File: config.mk
export PLATFORM = sky130hd
export DESIGN_NAME = uart_transmitter
export DESIGN_NICKNAME = d
export VERILOG_FILES = /design/src/rtl/uart_transmitter.sv
export SDC_FILE = /design/constraint.sdc
export NUM_CORES = 1
export LEC_CHECK = 0
export BUFFER_PORTS_ARGS = -buffer_cell sky130_fd_sc_hd__clkbuf_2
export CELL_PAD_IN_SITES_DETAIL_PLACEMENT = 0
export CELL_PAD_IN_SITES_GLOBAL_PLACEMENT = 1
export CORE_ASPECT_RATIO = 0.8
export CORE_MARGIN = 5
export CORE_UTILIZATION = 44
export CTS_CLUSTER_SIZE = 30
export DETAILED_ROUTE_END_ITERATION = 6
export GPL_TIMING_DRIVEN = 0
export PLACE_DENSITY_LB_ADDON = 0.1
export SLEW_MARGIN = 20
export SYNTH_ARGS = -nofsm -noshare
export SYNTH_HDL_FRONTEND = slang
export SYNTH_SLANG_ARGS = --single-unit
export TNS_END_PERCENT = 5
File: constraint.sdc
create_clock -name clk -period 3 [get_ports clk]
set_input_delay 0.6 -clock clk [delete_from_list [all_inputs] [get_ports clk]]
set_output_delay 0.6 -clock clk [all_outputs]
set_load 0.02 [all_outputs]
File: src/rtl/uart_transmitter.sv
// uart_transmitter: 8-bit LSB-first UART transmitter with valid/ready intake and registered line output.
// Optional even parity bit between bit 7 and the stop bit when UART_TX_PARITY_EN is defined.
module uart_transmitter #(
    parameter logic [13:0] BAUD_RATE_NUMBER = 14'd20
) (
    input  logic       clk,
    input  logic       rst,
    input  logic [7:0] tx_data,
    input  logic       tx_valid,
    output logic       tx_ready,
    output logic       tx,
    output logic       tx_busy
);
    typedef enum logic [2:0] {
        IDLE,
        START,
        DATA,
`ifdef UART_TX_PARITY_EN
        PARITY,
`endif
        STOP
    } state_t;

    state_t      state, state_d;
    logic [13:0] timer, timer_d;
    logic [2:0]  idx, idx_d;
    logic [7:0]  shift, shift_d;
    logic        tx_d;
    logic        tick;
`ifdef UART_TX_PARITY_EN
    logic        par, par_d;
`endif

    assign tick     = timer == 14'd0;
    assign tx_ready = state == IDLE;
    assign tx_busy  = state != IDLE;

    always_ff @(posedge clk or negedge rst) begin
        if (!rst) begin
            state <= IDLE;
            tx    <= 1'b1;
            timer <= BAUD_RATE_NUMBER;
            idx   <= 3'd0;
            shift <= 8'd0;
`ifdef UART_TX_PARITY_EN
            par   <= 1'b0;
`endif
        end else begin
            state <= state_d;
            tx    <= tx_d;
            timer <= timer_d;
            idx   <= idx_d;
            shift <= shift_d;
`ifdef UART_TX_PARITY_EN
            par   <= par_d;
`endif
        end
    end

    // tx is registered from the next state so the line changes on the same edge as the state
    always_comb begin
        state_d = state;
        idx_d   = idx;
        shift_d = shift;
        timer_d = tick ? BAUD_RATE_NUMBER : timer - 14'd1;
`ifdef UART_TX_PARITY_EN
        par_d   = par;
`endif
        case (state)
            IDLE: begin
                timer_d = BAUD_RATE_NUMBER;
                if (tx_valid) begin
                    state_d = START;
                    shift_d = tx_data;
`ifdef UART_TX_PARITY_EN
                    par_d   = ^tx_data;
`endif
                end
            end
            START: state_d = tick ? DATA : START;
            DATA: if (tick) begin
                shift_d = shift >> 1;
                idx_d   = idx + 3'd1;
`ifdef UART_TX_PARITY_EN
                state_d = (idx == 3'd7) ? PARITY : DATA;
`else
                state_d = (idx == 3'd7) ? STOP : DATA;
`endif
            end
`ifdef UART_TX_PARITY_EN
            PARITY: state_d = tick ? STOP : PARITY;
`endif
            STOP: state_d = tick ? IDLE : STOP;
            default: state_d = IDLE;
        endcase
`ifdef UART_TX_PARITY_EN
        tx_d = (state_d == START) ? 1'b0 : (state_d == DATA) ? shift_d[0] : (state_d == PARITY) ? par_d : 1'b1;
`else
        tx_d = (state_d == START) ? 1'b0 : (state_d == DATA) ? shift_d[0] : 1'b1;
`endif
    end
endmodule

==> Word-level counts from Yosys, hierarchy flattened <==
Index checks and enable logic that the tools add are counted.
{ "classes": {"n_mux": 13, "n_addsub": 2, "eq_ne": 8, "n_reduce_logical": 6} }
{ "ops": {"columns": ["cell", "count"], "rows": [
  ["$mux W14", 2],
  ["$mux W8", 2],
  ["$pmux W8 S2", 1],
  ["$logic_not A14 Y1", 1],
  ["$sub A14 B1 Y14 const B", 1],
  ["$pmux W3 S4", 1],
  ["$eq A3 B2 Y1 const B", 3],
  ["$eq A3 B1 Y1 const B", 2],
  ["$mux W3", 2],
  ["$mux W2", 2],
  ["$ne A2 B2 Y1 const B", 2],
  ["$add A3 B1 Y3 const B", 1],
  ["$eq A3 B3 Y1 const B", 1],
  ["$logic_not A3 Y1", 1],
  ["$mux W1", 3],
  ["$reduce_and A3 Y1", 1],
  ["$reduce_bool A3 Y1", 1],
  ["$reduce_and A2 Y1", 1],
  ["$reduce_bool A2 Y1", 1]
]} }
{ "totals": {"word_cells": 35, "input_bits": 11, "out_inout_bits": 3, "ff_bits": 29} }

==> Depth between registers and ports, before layout <==
{ "depth": {"word_depth": 7, "mapped_depth": 9, "mapped_depth_nobuf": 7} }

==> Worst setup path after synthesis <==
Ideal clock, no wire load.
{ "synth_path": {"path_kind": "register to register", "startpoint": "register timer[0]", "endpoint": "register idx[1]", "period_less_slack_ns": 2.403, "slack_ns": 0.597, "setup_time_ns": 0.128, "path_buffers": 2, "path_stages_with_launch": 9, "required_ns": 2.872, "t_arrival_ns": 2.275, "path_cell_list": "dfrtp_1 inv_1 ha_1 or4b_1 buf_2 nor4_4 and2_1 buf_2 mux2_1"} }
{ "synth_between": {"elab_chain_len": 2} }
{ "synth_rtl": {"columns": ["element", "line", "source"], "rows": [
  ["start, declared", "25", "logic [13:0] timer, timer_d;"],
  ["start signal, assigned", "51", "timer <= timer_d;"],
  ["$logic_not A14 Y1", "34", "assign tick = timer == 14'd0;"],
  ["$reduce_and A2 Y1 (no source line)", null, null],
  ["end signal, assigned", "52", "idx <= idx_d;"],
  ["end, declared", "26", "logic [2:0] idx, idx_d;"]
]} }
No other way between the ends.
A chain may end at the register's enable or synchronous reset.

==> Worst setup path in the final report <==
Same ends and word-level chain as after synthesis.

==> results.ini <==
[status]
status=complete, no violations

[floorplanning]
starting_density_of_the_core_pct=44.8
rows=18
chipWidth_microns=72.0
io_pins=14
chipHeight_microns=59.6
fp.dieArea_sq_um=4290
core_sq_um=3020

[cts]
number_of_h_tree_levels=2
clk_pin_slew_worst_paths_ns=0.06
worstSkewPairLatency_ns=0.28
numClockSinks=29
post_cts_hold_buffer_count=0
cts_tree=built
post_cts_resize_count=0
cts_buffers=5
cell_at_the_root_of_the_clock_tree=sky130_fd_sc_hd__clkbuf_8
post-cts-setup-buffer-count=0
clk_path_buf_depth=2

[drt]
routedWlPerCell_microns=12.5
vias=966
drt-vias-per-instance=5.03
drt_iter0_drc=36
drt_pre_antenna_iters=4
drc_errors=0
route.antenna.remaining_nets=0
drt-total-wl_microns=2400

[yosys]
synth.cell_area_sq_um=1350
post_synth_inst_count=131
synth_flop_cell=sky130_fd_sc_hd__dfrtp_1
synth_nets=145
synth_async_sr_flop_share_pct=100
netlist_top_cells_area=sky130_fd_sc_hd__dfrtp_1, sky130_fd_sc_hd__dfstp_2, sky130_fd_sc_hd__xnor2_1
edff_count_synth=0
synth_top_area_cell=sky130_fd_sc_hd__dfrtp_1
postSynthAreaPerCell_sq_um=10.3
postSynthRegisterBits=29
synthDistinctLibCells=34
yosysWarningCount=0
synth_top_area_share_pct=48.1
yosysSeqAreaShare_pct=54.0

[global_routing]
grt_pass1_vias=969
grt_max_degree=30
antenna_found_initial=0
overall_global_routing_usage_pct=13.3
total_overflow_reported_by_the_global_router=0
grt_pass1_wl_microns=4310

[sta]
post-route-period-util_pct=89.7
timing.final.hold_violations=0
timing.slew.headroom_pct=52.0
layout_min_cycle_time_ns=2.69
post-route-worst-setup-slack_ns=0.309
fin_hold_ws_ns=0.370
report.final.slew_viol_count=0
worstMarginPinSlew_ns=0.720
fin_worst_skew_ns=0.00645
maxClockFrequency_ghz=0.372
total_negative_setup_slack_ns=0
setup-violations-final=0
rsz_0062_raised_after_global_routing=no

[power_and_ir_drop]
p_leak_nw=0.770
power_density_nw_per_um2=774
vdd_drop_max_v=0.000533

[worst_setup_path]
critical_path.reg2reg.startpoint=timer[0]
rr_endpoint=idx[1]
critical_path_class=flop to flop
worstSetupEndpointType=flop
critPathRequiredTime_ns=3.15
timing.reg2reg.worst_path_depth=8
critical_path.max_fanout=10
critical_path_arrival_ns=2.84
rrSetupSlack_ns=0.31
startpoint_type=flop

[placement]
post-place-ws_ns=0.305
dpl.cell_count=184
io_buffers=13
gp_congestion=0.677
hpwlAfterDp_microns=1680
dpl-instance-area_sq_um=1470

[final_layout]
layout.filler_cells=289
area_growth_syn_to_layout_pct=17.1
number_of_nets_in_the_finished_design=165
drive_above_1_share_pct=20.4
multiInputGateArea_sq_um=589
insertedDiodeCount=0
postLayoutCellArea_sq_um=1580
sequential_cell_area_sq_um=729
finish.cell_count_without_fillers=192

[job]
maxCapViolCount=0

[hold_path]
min-delay-path-class=primary input to asynchronous set/reset pin

[area by class of cell]
type / count / area share, %
flip-flops and latches: 29 / 46.1
multi-input cells: 94 / 37.2
clock buffers: 7 / 5.45
repair buffers: 13 / 4.11
well taps: 40 / 3.16
clock inverters: 1 / 1.90
plain buffers: 5 / 1.34
inverters: 3 / 0.711
[critical path, stage by stage, from the launching register on]
cell                      delay [ns]
sky130_fd_sc_hd__dfrtp_1        0.40
sky130_fd_sc_hd__inv_1          0.10
sky130_fd_sc_hd__ha_1           0.21
sky130_fd_sc_hd__or4b_1         0.43
sky130_fd_sc_hd__buf_2          0.19
sky130_fd_sc_hd__nor4_4         0.48
sky130_fd_sc_hd__and2_1         0.20
sky130_fd_sc_hd__buf_2          0.22
sky130_fd_sc_hd__mux2_1         0.34
[sequential cells by signal, summed over array words and instances (netlist names)]
name / cells
idx: 3
shift: 8
state: 3
timer: 14
tx: 1
[metal layers]
metal,global-route usage [%],up-vias,share of wire (%)
met2,19.5,19,43
met5,0,-,0
li1,-,482,-
met1,17.6,461,52
met4,4.02,0,0.87
met3,5.93,4,4.8
[how the worst max path moves through the flow]
stage / startpoint / end / slack (ns) / cells after the start
finish: timer[0] / idx[1] / 0.31 / 8
global route: timer[0] / timer[11] / 0.09 / 8
CTS: timer[0] / idx[1] / 0.30 / 8
detailed placement: timer[0] / idx[1] / 0.31 / 8
global placement: timer[0] / idx[1] / 0.34 / 8
floorplan: timer[0] / idx[1] / 0.60 / 8
[where the power goes]
| group | total [mW] | internal [mW] | leakage, nW | switching (mW) |
|---|---|---|---|---|
| sequential | 0.541 | 0.480 | 0.374 | 0.0615 |
| clock | 0.413 | 0.270 | 0.0585 | 0.142 |
| combinational | 0.272 | 0.122 | 0.338 | 0.149 |
| total | 1.23 | 0.873 | 0.770 | 0.353 |
[stage by stage]
| step | utilization (%) | total power [mW] |
|---|---|---|
| final | 52.4 | 1.23 |
| after CTS | 52.4 | 1.24 |
| after global placement | 48.6 | 0.808 |
| after floorplan | - | 0.751 |
| after global routing | 52.4 | 1.31 |
| after detailed placement | 48.6 | 0.823 |
[cell usage in the layout (no fill, tap or decap), types with 2 or more instances in the layout]
master                     synthesis  layout
sky130_fd_sc_hd__dfrtp_1          26      26
sky130_fd_sc_hd__nand2_1          19      19
sky130_fd_sc_hd__nor2_1           19      19
sky130_fd_sc_hd__clkbuf_2          0      13
sky130_fd_sc_hd__xnor2_1           9       9
sky130_fd_sc_hd__a22oi_1           6       6
sky130_fd_sc_hd__clkbuf_8          0       6
sky130_fd_sc_hd__nor3_1            5       5
sky130_fd_sc_hd__clkbuf_1          3       4
sky130_fd_sc_hd__xor2_1            4       4
sky130_fd_sc_hd__or3_1             3       3
sky130_fd_sc_hd__ha_1              3       3
sky130_fd_sc_hd__dfstp_2           3       3
sky130_fd_sc_hd__and2_1            2       2
sky130_fd_sc_hd__or2_2             2       2
sky130_fd_sc_hd__buf_2             2       2
sky130_fd_sc_hd__inv_1             2       2
sky130_fd_sc_hd__a21oi_1           2       2
sky130_fd_sc_hd__nor4_1            2       2
sky130_fd_sc_hd__nand3_1           2       2
sky130_fd_sc_hd__mux2_1            2       2
[cell usage after synthesis, types with 3 or more instances]
| library cell | instances |
|---|---|
| sky130_fd_sc_hd__xnor2_1 | 9 |
| sky130_fd_sc_hd__dfrtp_1 | 26 |
| sky130_fd_sc_hd__nand2_1 | 19 |
| sky130_fd_sc_hd__nor3_1 | 5 |
| sky130_fd_sc_hd__nor2_1 | 19 |
| sky130_fd_sc_hd__clkbuf_1 | 3 |
| sky130_fd_sc_hd__or3_1 | 3 |
| sky130_fd_sc_hd__a22oi_1 | 6 |
| sky130_fd_sc_hd__xor2_1 | 4 |
| sky130_fd_sc_hd__ha_1 | 3 |
| sky130_fd_sc_hd__dfstp_2 | 3 |
[kinds of logic after synthesis]
| kind of cell | synth area share [%] |
|---|---|
| compound gates | 7.87 |
| xor+xnor | 8.43 |
| fa+ha+maj | 2.78 |
| buf+inv | 2.41 |
| flops | 54.0 |
| mux | 1.67 |
| other cells | 0.278 |
| simple gates | 22.6 |
Note: power is estimated with default switching activity, not from simulation.
